## src/rtl/ysyx_24100005_core_ctrl_if.sv

```systemverilog
// Instruction-memory fetch bus for the ysyx_24100005 core sequencer.
// master = core side (issues requests, consumes responses),
// slave  = memory side.
interface ysyx_24100005_core_ctrl_if;
  logic        imem_req_valid;
  logic        imem_req_ready;
  logic [31:0] imem_req_addr;
  logic        imem_rsp_valid;
  logic [31:0] imem_rsp_data;

  modport master (
    output imem_req_valid,
    output imem_req_addr,
    input  imem_req_ready,
    input  imem_rsp_valid,
    input  imem_rsp_data
  );

  modport slave (
    input  imem_req_valid,
    input  imem_req_addr,
    output imem_req_ready,
    output imem_rsp_valid,
    output imem_rsp_data
  );
endinterface

```

## src/rtl/ysyx_24100005_core_ctrl.sv

```systemverilog
// Multi-cycle sequencer for the ysyx_24100005 core.
// Owns the PC, runs the instruction fetch handshake, latches the fetched
// instruction for the combinational datapath and issues one-cycle commit
// strobes. Stops on EBREAK (halt), fetch timeout or misaligned next PC (err).
// Optional cycle / retired-instruction counters are built when
// YSYX_24100005_PERF_CNT_EN is defined.
module ysyx_24100005_core_ctrl #(
  parameter logic [31:0] RESET_PC      = 32'h8000_0000,
  parameter int unsigned FETCH_TIMEOUT = 16
) (
  input  logic                             clk,
  input  logic                             rst,
  ysyx_24100005_core_ctrl_if.master        imem,
  output logic [31:0]                      inst,
  output logic [31:0]                      pc,
  input  logic [31:0]                      next_pc,
  output logic                             rf_wen,
  output logic                             ebreak,
  output logic                             halt,
  output logic                             err
`ifdef YSYX_24100005_PERF_CNT_EN
  ,
  output logic [63:0]                      perf_cycle,
  output logic [63:0]                      perf_instret
`endif
);

  localparam logic [31:0] NOP_INST    = 32'h0000_0013;
  localparam logic [31:0] EBREAK_INST = 32'h0010_0073;
  localparam logic [7:0]  TO_LAST     = 8'(FETCH_TIMEOUT - 1);

  // S_BRK is the single HALT entry cycle (carries the ebreak pulse);
  // S_HALT is the sticky stopped state that follows it.
  typedef enum logic [2:0] {
    S_IDLE,
    S_FETCH,
    S_WAIT,
    S_EXEC,
    S_WB,
    S_BRK,
    S_HALT,
    S_ERR
  } state_t;

  state_t     state;
  state_t     state_nxt;
  logic [7:0] wait_cnt;

  // Opcodes whose instructions write rd (x0 writes are dropped by the regfile).
  function automatic logic writes_rd(input logic [6:0] opc);
    case (opc)
      7'b0110011, 7'b0010011, 7'b0000011, 7'b0110111,
      7'b0010111, 7'b1101111, 7'b1100111: writes_rd = 1'b1;
      default:                            writes_rd = 1'b0;
    endcase
  endfunction

  // State register.
  always_ff @(posedge clk or negedge rst) begin
    if (!rst) state <= S_IDLE;
    else      state <= state_nxt;
  end

  // Next-state logic; a response in the last WAIT cycle beats the timeout.
  always_comb begin
    state_nxt = state;
    case (state)
      S_IDLE:  state_nxt = S_FETCH;
      S_FETCH: if (imem.imem_req_ready) state_nxt = S_WAIT;
      S_WAIT: begin
        if (imem.imem_rsp_valid)     state_nxt = S_EXEC;
        else if (wait_cnt == TO_LAST) state_nxt = S_ERR;
      end
      S_EXEC: begin
        if (inst == EBREAK_INST)     state_nxt = S_BRK;
        else if (next_pc[1:0] != 2'b00) state_nxt = S_ERR;
        else                         state_nxt = S_WB;
      end
      S_WB:    state_nxt = S_FETCH;
      S_BRK:   state_nxt = S_HALT;
      S_HALT:  state_nxt = S_HALT;
      S_ERR:   state_nxt = S_ERR;
      default: state_nxt = S_ERR;
    endcase
  end

  // Output decode straight from the state register so strobes are glitch-free.
  always_comb begin
    imem.imem_req_valid = (state == S_FETCH);
    imem.imem_req_addr  = pc;
    rf_wen              = (state == S_WB) && writes_rd(inst[6:0]);
    ebreak              = (state == S_BRK);
    halt                = (state == S_BRK) || (state == S_HALT);
    err                 = (state == S_ERR);
  end

  // WAIT-cycle counter: counts consecutive WAIT cycles without a response.
  always_ff @(posedge clk or negedge rst) begin
    if (!rst)                                          wait_cnt <= 8'd0;
    else if ((state == S_WAIT) && !imem.imem_rsp_valid) wait_cnt <= wait_cnt + 8'd1;
    else                                               wait_cnt <= 8'd0;
  end

  // Instruction latch; responses are only honoured in WAIT.
  always_ff @(posedge clk or negedge rst) begin
    if (!rst)                                         inst <= NOP_INST;
    else if ((state == S_WAIT) && imem.imem_rsp_valid) inst <= imem.imem_rsp_data;
  end

  // PC commit at the end of WB (32-bit modulo, wrap is legal).
  always_ff @(posedge clk or negedge rst) begin
    if (!rst)                pc <= RESET_PC;
    else if (state == S_WB)  pc <= next_pc;
  end

`ifdef YSYX_24100005_PERF_CNT_EN
  // Performance counters: cycles while running, retirements on WB and EBREAK.
  always_ff @(posedge clk or negedge rst) begin
    if (!rst) begin
      perf_cycle   <= 64'd0;
      perf_instret <= 64'd0;
    end else begin
      if ((state != S_BRK) && (state != S_HALT) && (state != S_ERR))
        perf_cycle <= perf_cycle + 64'd1;
      if ((state == S_WB) || (state == S_BRK))
        perf_instret <= perf_instret + 64'd1;
    end
  end
`endif

endmodule

```

## src/flat_wrapper.sv

```systemverilog
// flat-port wrapper written by rule: the top's interface ports become plain ports
module ysyx_24100005_core_ctrl_flat 
#(
  parameter logic [31:0] RESET_PC      = 32'h8000_0000,
  parameter int unsigned FETCH_TIMEOUT = 16
)
  (clk, rst, inst, pc, next_pc, rf_wen, ebreak, halt, err, imem_imem_req_valid, imem_imem_req_addr, imem_imem_req_ready, imem_imem_rsp_valid, imem_imem_rsp_data);
  ysyx_24100005_core_ctrl_if imem_i ();
  input  logic clk;
  input  logic rst;
  output logic [31:0] inst;
  output logic [31:0] pc;
  input  logic [31:0] next_pc;
  output logic rf_wen;
  output logic ebreak;
  output logic halt;
  output logic err;
  output wire logic [$bits(imem_i.imem_req_valid)-1:0] imem_imem_req_valid;
  output wire logic [$bits(imem_i.imem_req_addr)-1:0] imem_imem_req_addr;
  input wire logic [$bits(imem_i.imem_req_ready)-1:0] imem_imem_req_ready;
  input wire logic [$bits(imem_i.imem_rsp_valid)-1:0] imem_imem_rsp_valid;
  input wire logic [$bits(imem_i.imem_rsp_data)-1:0] imem_imem_rsp_data;
  assign imem_imem_req_valid = imem_i.imem_req_valid;
  assign imem_imem_req_addr = imem_i.imem_req_addr;
  assign imem_i.imem_req_ready = imem_imem_req_ready;
  assign imem_i.imem_rsp_valid = imem_imem_rsp_valid;
  assign imem_i.imem_rsp_data = imem_imem_rsp_data;
  ysyx_24100005_core_ctrl #(.RESET_PC(RESET_PC), .FETCH_TIMEOUT(FETCH_TIMEOUT)) u_core (.clk(clk), .rst(rst), .imem(imem_i), .inst(inst), .pc(pc), .next_pc(next_pc), .rf_wen(rf_wen), .ebreak(ebreak), .halt(halt), .err(err));
endmodule
```

## config.mk

```make
export PLATFORM = sky130hd
export DESIGN_NAME = ysyx_24100005_core_ctrl_flat
export DESIGN_NICKNAME = d
export VERILOG_FILES = /design/src/rtl/ysyx_24100005_core_ctrl_if.sv /design/src/rtl/ysyx_24100005_core_ctrl.sv /design/src/flat_wrapper.sv
export SDC_FILE = /design/constraint.sdc
export NUM_CORES = 1
export LEC_CHECK = 0
export CAP_MARGIN = 40
export CORE_MARGIN = 2
export CORE_UTILIZATION = 43
export CTS_CLUSTER_DIAMETER = 50
export DETAILED_ROUTE_END_ITERATION = 10
export GPL_ROUTABILITY_DRIVEN = 0
export GPL_TIMING_DRIVEN = 0
export PLACE_DENSITY = 0.81
export SYNTH_ARGS = -nofsm -noshare
export SYNTH_HDL_FRONTEND = slang
export SYNTH_SLANG_ARGS = --single-unit
```

## constraint.sdc

```tcl
create_clock -name clk -period 4.45 [get_ports clk]
set_clock_uncertainty 0.15 [all_clocks]
set_input_delay 0.445 -clock clk [delete_from_list [all_inputs] [get_ports clk]]
set_output_delay 0.445 -clock clk [all_outputs]
set_load 0.02 [all_outputs]
```

=== Word-level counts from Yosys, hierarchy flattened ===
Index checks and enable logic that the tools add are counted.

* Flip-flop bits (word level): 75
* Input port bits: 68
* Output and inout port bits: 101
* Word-level logic and storage cells: 42

* Add/sub/neg operators: 1
* Equal/unequal tests: 18
* Multiplexer cells: 8
* Reduce and logical (&&, ||, !) cells: 11

{| class="wikitable"
|+ Operator list
! operator !! number
|-
| 32-bit by 21-bit == test with 1-bit output, second input constant || 1
|-
| 3-bit case mux with 6 select lines || 1
|-
| 7-bit by 5-bit == test with 1-bit output, second input constant || 2
|-
| 7-bit by 6-bit == test with 1-bit output, second input constant || 2
|-
| 7-bit == test, second input constant || 2
|-
| 3-bit == test, second input constant || 4
|-
| 3-bit 2-to-1 mux || 4
|-
| 8-bit by 1-bit adder with 8-bit output, second input constant || 1
|-
| 8-bit by 4-bit == test with 1-bit output, second input constant || 1
|-
| 8-bit 2-to-1 mux || 1
|-
| 7-bit by 2-bit == test with 1-bit output, second input constant || 1
|-
| 7-bit OR reduction || 1
|-
| 3-bit by 2-bit == test with 1-bit output, second input constant || 2
|-
| 2-bit OR reduction || 2
|-
| 3-bit by 1-bit == test with 1-bit output, second input constant || 1
|-
| 1-bit logical AND || 3
|-
| 3-bit zero test || 1
|-
| 3-bit by 2-bit inequality test with 1-bit output, second input constant || 1
|-
| 2-bit 2-to-1 mux || 1
|-
| 2-bit by 1-bit inequality test with 1-bit output, second input constant || 1
|-
| 2-bit AND reduction || 1
|-
| 2-bit nonzero test || 1
|-
| 1-bit zero test || 1
|-
| 1-bit logical OR || 1
|-
| 1-bit 2-to-1 mux || 1
|}

=== Longest topological paths before layout ===
Gate-level depths: netlist of the first run.

* Depth in word-level cells: 4
* Gate-level depth with buffers: 6
* Mapped depth without buffers: 5

=== Worst setup path before layout of the first run ===
No wires, ideal clock.

* Path kind: reg-to-output
* Start: register u_core.state[1]
* End: output rf_wen
* Arrival: 1.493 ns
* Required time: 3.855 ns
* Slack: 2.362 ns
* Cell stages (with the launch flop): 6
* Path buffers: 2
* Cell sequence: dfrtp_1 buf_4 nor3_2 buf_2 nand3_1 a21oi_1

* Word-level cells in the longest chain between the ends: 2

{| class="wikitable"
|+ RTL lines
! element !! RTL line !! RTL
|-
| start, declared || ysyx_24100005_core_ctrl.sv:45 || <nowiki>state_t state;</nowiki>
|-
| start signal, assigned || ysyx_24100005_core_ctrl.sv:61 || <nowiki>else state <= state_nxt;</nowiki>
|-
| 3-bit == test || ysyx_24100005_core_ctrl.sv:91 || <nowiki>rf_wen = (state == S_WB) && writes_rd(inst[6:0]);</nowiki>
|-
| 1-bit logical AND || ysyx_24100005_core_ctrl.sv:91 ||
|-
| end, declared || flat_wrapper.sv:14 || <nowiki>output logic rf_wen;</nowiki>
|}

No other way between the ends.

=== Worst setup path after layout of the first run ===
* Start: register u_core.state[2]
* End: output rf_wen

The elaborated chain is that of the path after synthesis.

==> results by group, run 1 <==
Global route
  • Largest net degree at the start of global routing: 40
  • First-pass GRT wire length: about 13 mm
  • Total congestion overflow: 0
  • Initial antenna violation count: 0
  • Total global-route track usage: a little under a fifth
  • Vias in the first global route: approximately 2.6k

Clock network
  • H-tree depth: 3
  • PostCTS Resize Cnt: 0
  • TritonCTS clock tree: done
  • Clock slew at reported path FFs: roughly 80 ps
  • Clock sink count: 75
  • Clk buf depth: 2
  • CTS root buffer: clkbuf_8
  • Later-pin clock latency in the skew report: roughly 330 ps
  • Num CTS Buffers: 9

Critical path
  • Critical path's largest stage delay: approximately 630 ps
  • CP Class: reg -> out
  • Worst Path Arrival: roughly 2500 ps
  • CP endpoint kind: output pin
  • Crit-path max FO: 10
  • CP max-delay cell: clkdlybuf4s50_1
  • CP required: slightly below 4000 ps
  • CP Cell Sequence: buf_4 -> inv_1 -> nor3_2 -> buf_2 -> nand3_1 -> a21oi_1 -> clkdlybuf4s50_1
  • CP Launch Type: flip-flop

STA
  • Final Hold Fails: 0
  • Unrepaired setup endpoints after global routing: false
  • Final setup vio count: 0
  • Least-Margin Pin Slew: between 500 and 600 ps
  • Slew Limit Fails: 0
  • Fmax: 0.319 GHz
  • Worst slew margin: a little under two thirds
  • Hold Slack: around 300 ps
  • Final period util: between 70 and 80%
  • Setup ws final: roughly 1300 ps
  • Final setup TNS: 0 ps
  • Min Tclk post-route: between 3000 and 4000 ps

Synth
  • Netlist Area Pre-Place: approximately 3300 µm²
  • Synth cell types: 35
  • Flop and latch count out of synthesis: 75
  • Syn avg cell area: 13.7 µm²
  • Async SR Flop Fraction: 100%
  • Post-synth top cells: dfrtp_1, mux2_2, buf_4
  • Post-Syn Nets: 314
  • Yosys Warn Count: 0
  • Top FF cell, synth: dfrtp_1
  • Cell taking the most area after synthesis: dfrtp_1
  • Sequential-to-total area share from yosys stat: a little under three fifths
  • Most common cell in the netlist: dfrtp_1
  • Dominant cells by area after synthesis: dfrtp_1, mux2_2, buf_4, dfstp_2, buf_6
  • Cell count after synthesis: between 200 and 250
  • Post-synth EDFFs: 0
  • Area share of the largest cell type after synthesis: a little over half

Routing
  • DR vias: between 2k and 3k
  • Drt pass-1 iters: 4
  • Post-route ant nets: 0
  • Initial DRC Count: 44
  • Routed WL per cell: 14.4 µm
  • Drt drc: 0
  • Vias per cell: roughly 4.7
  • DRT Wirelength: 7.69 mm

Floorplan
  • Die area: ~8500 µm²
  • Placement row count: 32
  • Die height: roughly 92 µm
  • Core ar.: roughly 7600 µm²
  • Die width: just over 90 µm
  • Io pins: ~170
  • Starting density of the core: between 40% and 50%

Placement
  • Post-DP HPWL: a little over 6 mm
  • IO buf count: 168
  • DP Worst Slack: about 1700 ps

Run
  • Max-Cap Viols: 0

Power
  • Leak: 2.38 nW
  • Power Dens Cells: between 200 and 250 nW/µm²
  • Peak supply drop: roughly 0.00014 V

Finish
  • Share of cells above drive strength 1: slightly above 30%
  • Area Growth Syn to Fin: 60.0%
  • Nets: 495
  • Antenna diodes: 0

Hold path
  • Min-delay worst type: reg -> reg

Outcome
  • Outcome: finished clean
==> timing repair <==
action | in CTS | in global routing
setup buffers | 0 | 0
hold buffers | 1 | 0
hold endpoints to repair | 33 | 0
==> power breakdown <==
part / total, mW / internal [mW] / switching, mW
clock: 0.461 / 0.232 / 0.229
sequential: 0.710 / 0.697 / 0.0128
combinational: 0.144 / 0.0914 / 0.0527
total: 1.32 / 1.02 / 0.294
==> per-layer routing <==
layer | up-vias | GRT usage [%] | share of wire (%)
li1 | 1194 | - | -
met5 | - | 0 | 0
met3 | 10 | 5.42 | 7.4
met1 | 1217 | 22.8 | 41
met2 | 102 | 32.6 | 50
met4 | 0 | 6.47 | 1.5
==> sequential cells by signal, indices dropped and copies added (netlist names) <==
register,cells
u_core.imem.imem_req_addr,32
u_core.inst,32
u_core.state,3
u_core.wait_cnt,8
==> worst max-delay path, delay by kind of cell (launching register included) <==
kind            cells  cell delay, ps
buf+inv             4            1210
compound gates      1             160
simple gates        2             500
flops               1             330
==> per-stage QoR <==
step,power [mW],instance area [µm²],std cells,utilization (%)
after CTS,1.33,5360,533,70.0
after floorplan,0.758,3350,245,-
after detailed placement,0.869,5170,516,67.7
final,1.32,5360,533,70.0
after global placement,0.865,5160,515,67.4
after global routing,1.38,5360,533,70.0
==> kinds of logic after synthesis <==
family                   synth area share (%)
XOR/XNOR                                 1.57
multiplexers                             21.5
AND/OR/NAND/NOR                          7.59
buffers and inverters                    9.98
flip-flops                               56.2
AO/OA/AOI/OAI                            2.73
adder cells (fa/ha/maj)                 0.374
==> layout by cell type (no fill, tap or decap), drive strengths merged, types with 3 or more instances in the layout <==
| master | count |
|---|---|
| nand2 | 4 |
| clkbuf | 14 |
| clkdlybuf4s50 | 167 |
| dfrtp | 71 |
| and3 | 3 |
| mux2 | 64 |
| nand4 | 3 |
| nor2 | 13 |
| dfstp | 4 |
| a21oi | 4 |
| xor2 | 4 |
| o21ai | 4 |
| buf | 44 |
| nor4 | 6 |
==> worst paths after layout <==
check,startpoint,to,slack [ps],depth (start not counted)
setup / recovery,u_core.state[2],rf_wen,1320,7
hold / removal,u_core.wait_cnt[0],u_core.wait_cnt[0],300,1
setup reg to reg,u_core.state[0],u_core.inst[2],2460,5
hold reg to reg,u_core.wait_cnt[0],u_core.wait_cnt[0],300,1
max in group asynchronous,rst,u_core.inst[4],3050,3
min in group asynchronous,rst,u_core.imem.imem_req_addr[14],460,2
==> cell type report <==
type                            instances  area, µm²
Timing Repair Buffer                  170       1710
Inverter                                2       7.51
Multi-Input combinational cell        126       1130
Sequential cell                        75       1880
Clock buffer                           14        163
Buffer                                 42        327
Tap cell                              102        128
Clock inverter                          2       10.0
Fill cell                             564       2290
Power figures use the tool's default switching activity.
==> run 2: changes to the inputs <==
CORE_UTILIZATION = 40   (was 43)
PLACE_DENSITY = 0.76   (was 0.81)
clock period = 3.2 ns   (was 4.45 ns; I/O delays follow)
==> results by group, run 2 (same netlist as run 1, synthesis figures left out) <==
Power
  • Peak supply drop: 0.000296 V (was 0.000144 V)
  • Comb pwr share: 10.3% (was 11.0%)
  • Flop pwr share: 50.1% (was 54.0%)
  • Clock power frac: 39.6% (was 35.0%)
  • Leak: 2.40 nW (was 2.38 nW)
  • Switching part of the total: 22.1% (was 22.4%)
  • Psw: 0.436 mW (was 0.294 mW)
  • Power Dens Cells: 364 nW/µm² (was 246 nW/µm²)
  • Design internal power: 1.54 mW (was 1.02 mW)

STA
  • Final setup vio count: 0 (unchanged)
  • Unrepaired setup endpoints after global routing: false (unchanged)
  • Least-Margin Pin Slew: 638 ps (was 541 ps)
  • Slew Limit Fails: 0 (unchanged)
  • Worst slew margin: 57.0% (was 63.6%)
  • Min Tclk post-route: slightly below 3000 ps
  • Fmax: roughly 0.35 GHz
  • Final period util: 90.4%
  • Final Hold Fails: 0 (unchanged)

Clock network
  • Later-pin clock latency in the skew report: 340 ps (was 330 ps)
  • TritonCTS clock tree: done (unchanged)
  • Clk buf depth: 2 (unchanged)
  • Clock sink count: 75 (unchanged)
  • CTS root buffer: clkbuf_8 (unchanged)
  • Clock slew at reported path FFs: 80 ps (about the same)
  • H-tree depth: 3 (unchanged)
  • Setup Buffers After CTS: 0 (unchanged)
  • Num CTS Buffers: 9 (unchanged)

Outcome
  • Outcome: finished clean (unchanged)

Routing
  • Routed WL per cell: 15.3 µm (was 14.4 µm)
  • DR vias: 2555 (was 2523)
  • Post-route ant nets: 0 (unchanged)
  • DRT Wirelength: 8.19 mm (was 7.69 mm)
  • Drt pass-1 iters: 4 (unchanged)
  • Vias per cell: 4.77 (was 4.73)
  • Initial DRC Count: 47 (was 44)
  • Drt drc: 0 (unchanged)

Critical path
  • CP Class: reg -> out (unchanged)
  • Worst setup path start: u_core.state[2] (unchanged)
  • RR Startpoint: u_core.inst[4] (was u_core.state[0])
  • Crit-path max FO: 10 (unchanged)
  • CP Launch Type: flip-flop (unchanged)
  • CP endpoint kind: output pin (unchanged)
  • Worst Path Arrival: 2420 ps (was 2540 ps)
  • CP required: 2730 ps (was 3860 ps)

Floorplan
  • Die area: 9120 µm² (was 8510 µm²)
  • Io pins: 169 (unchanged)
  • Placement row count: 33 (was 32)
  • Starting density of the core: 40.9% (was 43.8%)
  • Core ar.: 8180 µm² (was 7650 µm²)
  • Die height: 95.5 µm (was 92.2 µm)
  • Die width: 95.5 µm (was 92.2 µm)

Finish
  • Commonest non-fill, non-tap cell in the layout: clkdlybuf4s50_1 (unchanged)
  • Antenna diodes: 0 (unchanged)
  • Fin cells: 536 (was 533)
  • Nets: 495 (unchanged)
  • Most frequent cells in the layout: clkdlybuf4s50_1, dfrtp_1, mux2_2 (unchanged)
  • Final instance area: 5410 µm² (was 5360 µm²)
  • Area Growth Syn to Fin: 61.6% (was 60.0%)
  • Fill count: 649 (was 564)
  • Share of cells above drive strength 1: 30.6% (was 30.4%)

Placement
  • Placed cell areas: 5180 µm² (was 5170 µm²)
  • IO buf count: 168 (unchanged)
  • Placed Cells incl. Taps: 519 (was 516)
  • Post-DP HPWL: 6.26 mm (was 6.06 mm)

Run
  • Max-Cap Viols: 0 (unchanged)

Global route
  • Largest net degree at the start of global routing: 54 (was 40)
  • Total global-route track usage: 18.6% (was 18.9%)
  • First-pass GRT wire length: 12.9 mm (was 12.7 mm)
  • Total congestion overflow: 0 (unchanged)
  • Vias in the first global route: 2587 (was 2640)
  • Initial antenna violation count: 0 (unchanged)

Hold path
  • Min-delay worst type: in -> async (was reg -> reg)
==> run 2: cell count changes in the layout (fill, tap and decap cells not counted) <==
| cell | previous run | this run |
|---|---|---|
| nor3_4 | 0 | 1 |
| bufinv_16 | 0 | 2 |
| buf_16 | 0 | 1 |
| clkinvlp_4 | 0 | 1 |
| nor3_2 | 1 | 0 |
| clkbuf_1 | 3 | 2 |
| buf_12 | 1 | 0 |
| clkbuf_8 | 11 | 9 |
==> run 2: worst paths after layout <==
kind	depth (start not counted)	slack, ps	endpoint
max reg2reg	4	1110	u_core.state[1]
max	7	310	rf_wen
min	2	280	u_core.state[1]
min in group clk	1	300	u_core.wait_cnt[0]
max in group asynchronous	3	2010	u_core.imem.imem_req_addr[31]
min reg2reg	1	300	u_core.wait_cnt[0]
==> run 2: area by class of cell <==
| class | instances | area, µm² | area share, % |
|---|---|---|---|
| sequential | 75 | 1880 | 34.8 |
| timing repair buffer | 170 | 1720 | 31.7 |
| multi-input combinational | 126 | 1140 | 21.0 |
| buffer | 42 | 327 | 6.04 |
| clock buffer | 11 | 131 | 2.43 |
| tap | 105 | 131 | 2.43 |
| clock inverter | 5 | 77.6 | 1.43 |
| inverter | 2 | 7.51 | 0.139 |
==> run 2: per-layer routing <==
| layer | vias to the layer above | share of wire (%) | wire [µm] | GRT usage, % |
|---|---|---|---|---|
| li1 | 1192 | - | - | - |
| met1 | 1241 | 40 | 3270 | 22.7 |
| met2 | 110 | 49 | 4010 | 30.8 |
| met3 | 12 | 9.4 | 769 | 6.17 |
| met4 | 0 | 1.7 | 137 | 6.79 |
| met5 | - | 0 | 0 | 0 |
==> run 2: repair_timing <==
action	4_1_cts	5_1_grt
endpoints found under the hold margin	22	0
setup endpoints to repair	0	1
hold buffers	1	0
gates resized for setup	0	1
==> run 2: worst max-delay path: stages (launching register included) <==
cell and delay [ps]:
dfrtp_1 330, buf_4 150, inv_1 110, nor3_4 260
buf_2 320, nand3_1 110, a21oi_1 160, clkdlybuf4s50_1 630
==> run 2: power groups by stage <==
stage | clock network [mW] | logic (mW) | registers, mW
global route | 0.856 | 0.218 | 0.991
floorplan | 0 | 0.0250 | 1.03
CTS | 0.803 | 0.206 | 0.988
finish | 0.781 | 0.203 | 0.988
global placement | 0 | 0.198 | 1.01
detailed placement | 0 | 0.204 | 1.01
==> run 2: stage by stage <==
stage                     total power [mW]  utilization, %  setup TNS [ps]  setup slack (ps)  hold WS, ps
after floorplan                       1.05               -               0              1240         -126
after global placement                1.20            63.1          -71460             -1010          289
after detailed placement              1.21            63.4               0               554         93.4
after CTS                             2.00            66.1               0               155          279
after global routing                  2.06            66.2               0              85.3          288
final                                 1.97            66.2               0               308          277
==> run 3: changes to the inputs <==
REMOVE_ABC_BUFFERS = 1   (was unset)
==> results by group, run 3 (same netlist as run 1, synthesis figures left out) <==
Routing
  • DR vias: 2393 (was 2555)
  • Drt drc: 0 (unchanged)
  • Routed WL per cell: 15.1 µm (was 15.3 µm)
  • Drt pass-1 iters: 4 (unchanged)
  • Vias per cell: 4.79 (was 4.77)
  • DRT Wirelength: 7.56 mm (was 8.19 mm)
  • Initial DRC Count: 27 (was 47)
  • Post-route ant nets: 0 (unchanged)

STA
  • Fmax: 0.357 GHz (was 0.346 GHz)
  • Least-Margin Pin Slew: 538 ps (was 638 ps)
  • Final period util: 87.5% (was 90.4%)
  • Final Hold Fails: 0 (unchanged)
  • Min Tclk post-route: 2800 ps (was 2890 ps)
  • Unrepaired setup endpoints after global routing: false (unchanged)
  • Slew Limit Fails: 0 (unchanged)
  • Final setup TNS: 0 ps (unchanged)
  • Setup ws final: 400 ps (was 308 ps)
  • Worst slew margin: 63.8% (was 57.0%)
  • Final setup vio count: 0 (unchanged)

Run
  • Max-Cap Viols: 0 (unchanged)

Finish
  • Area Growth Syn to Fin: 54.1% (was 61.6%)
  • Share of cells above drive strength 1: 24.3% (was 30.6%)
  • Antenna diodes: 0 (unchanged)
  • Fill count: 657 (was 649)
  • Commonest non-fill, non-tap cell in the layout: clkdlybuf4s50_1 (unchanged)
  • Most frequent cells in the layout: clkdlybuf4s50_1, dfrtp_1, mux2_2 (unchanged)
  • Nets: 459 (was 495)
  • Final instance area: 5160 µm² (was 5410 µm²)

Hold path
  • Min-delay worst type: in -> async (unchanged)

Power
  • Switching part of the total: 21.6% (was 22.1%)
  • Psw: 0.423 mW (was 0.436 mW)
  • Peak supply drop: 0.000210 V (was 0.000296 V)
  • Clock power frac: 39.3% (was 39.6%)
  • Power Dens Cells: 380 nW/µm² (was 364 nW/µm²)
  • Final Power: 1.96 mW (was 1.97 mW)
  • Design internal power: 1.53 mW (was 1.54 mW)
  • Comb pwr share: 10.3% (about the same)
  • Flop pwr share: 50.5% (was 50.1%)
  • Leak: 2.22 nW (was 2.40 nW)

Critical path
  • Reg2Reg Depth: 5 (was 4)
  • RR Startpoint: u_core.state[0] (was u_core.inst[4])
  • Crit-path max FO: 11 (was 10)
  • Top delay family on crit path: buffers and inverters (unchanged)
  • Worst Path Arrival: 2330 ps (was 2420 ps)
  • CP max-delay cell: clkdlybuf4s50_1 (unchanged)
  • CP Class: reg -> out (unchanged)
  • CP required: 2730 ps (about the same)
  • CP bufs+invs: 3 (was 4)
  • Worst setup path start: u_core.state[2] (unchanged)
  • Reg-to-Reg End: u_core.inst[17] (was u_core.state[1])
  • R2R Setup Slk: 1030 ps (was 1110 ps)
  • CP Launch Type: flip-flop (unchanged)
  • CP Cell Sequence: inv_1 -> nor3_4 -> buf_8 -> nand3_1 -> a21oi_1 -> clkdlybuf4s50_1 (was buf_4 -> inv_1 -> nor3_4 -> buf_2 -> nand3_1 -> a21oi_1 -> clkdlybuf4s50_1)
  • CP endpoint kind: output pin (unchanged)
  • Critical path's largest stage delay: 630 ps (about the same)

Placement
  • Placed cell areas: 4920 µm² (was 5180 µm²)
  • DP Worst Slack: 565 ps (was 554 ps)
  • IO buf count: 168 (unchanged)
  • Post-DP HPWL: 5.82 mm (was 6.26 mm)

Floorplan
  • Die width: 95.5 µm (unchanged)
  • Die area: 9120 µm² (unchanged)
  • Io pins: 169 (unchanged)
  • Placement row count: 33 (unchanged)
  • Starting density of the core: 40.9% (unchanged)
  • Die height: 95.5 µm (unchanged)
  • Core ar.: 8180 µm² (unchanged)

Outcome
  • Outcome: finished clean (unchanged)

Clock network
  • Clk buf depth: 2 (unchanged)
  • CTS root buffer: clkbuf_8 (unchanged)
  • TritonCTS clock tree: done (unchanged)
  • Clock sink count: 75 (unchanged)
  • Later-pin clock latency in the skew report: 330 ps (was 340 ps)
  • Num CTS Buffers: 9 (unchanged)
  • H-tree depth: 3 (unchanged)
  • Clock slew at reported path FFs: 80 ps (about the same)

Global route
  • Largest net degree at the start of global routing: 41 (was 54)
  • Total congestion overflow: 0 (unchanged)
  • Total global-route track usage: 16.2% (was 18.6%)
  • Initial antenna violation count: 0 (unchanged)
  • First-pass GRT wire length: 11.3 mm (was 12.9 mm)
  • Vias in the first global route: 2311 (was 2587)
[run 3: cell count changes in the layout (fill, tap and decap cells not counted), moves of 3 or more]
cell / change
buf_2: -3
buf_8: +4
buf_6: -5
buf_4: -32
[run 3: how the worst max path moves through the flow]
stage / to / slack (ps) / depth (start not counted)
after global routing: rf_wen / 200 / 6
after detailed placement: rf_wen / 570 / 6
after CTS: rf_wen / 180 / 6
final: rf_wen / 400 / 6
after floorplan: rf_wen / 330 / 4
after global placement: u_core.imem.imem_req_addr[19] / -970 / 1
[run 3: what timing repair did]
| action | 4_1_cts | 5_1_grt |
|---|---|---|
| buffers inserted | 0 | 2 |
| setup endpoints to repair | 0 | 1 |
| hold buffers | 1 | 0 |
| endpoints found under the hold margin | 34 | 0 |
| resized for setup | 0 | 0 |
[run 3: power groups by stage]
stage / Clock (mW) / Sequential [mW] / Combinational [mW]
after CTS: 0.793 / 0.988 / 0.205
after global routing: 0.840 / 0.991 / 0.215
after detailed placement: 0 / 1.01 / 0.203
after floorplan: 0 / 1.03 / 0.0250
after global placement: 0 / 1.01 / 0.197
final: 0.768 / 0.988 / 0.201
[run 3: per-layer routing]
metal / up-vias / GRT usage, % / wire length [µm]
li1: 1115 / - / -
met1: 1177 / 19.4 / 2990
met2: 95 / 27.7 / 3880
met3: 6 / 5.61 / 636
met4: 0 / 4.64 / 54
met5: - / 0 / 0
[run 3: cell type report]
cell class | instances | area [µm²] | area share, %
flip-flops and latches | 75 | 1880 | 36.5
repair buffers | 176 | 1780 | 34.6
multi-input cells | 126 | 1140 | 22.2
clock buffers | 11 | 131 | 2.55
well taps | 105 | 131 | 2.55
clock inverters | 5 | 77.6 | 1.50
inverters | 2 | 7.51 | 0.146
[run 3: through the flow]
step                      hold WS, ps  utilization (%)  instances
after floorplan                  -126                -        203
after global placement            292             59.1        476
after detailed placement          164             60.2        481
after CTS                         320             62.9        498
after global routing              343             63.1        500
final                             318             63.1        500
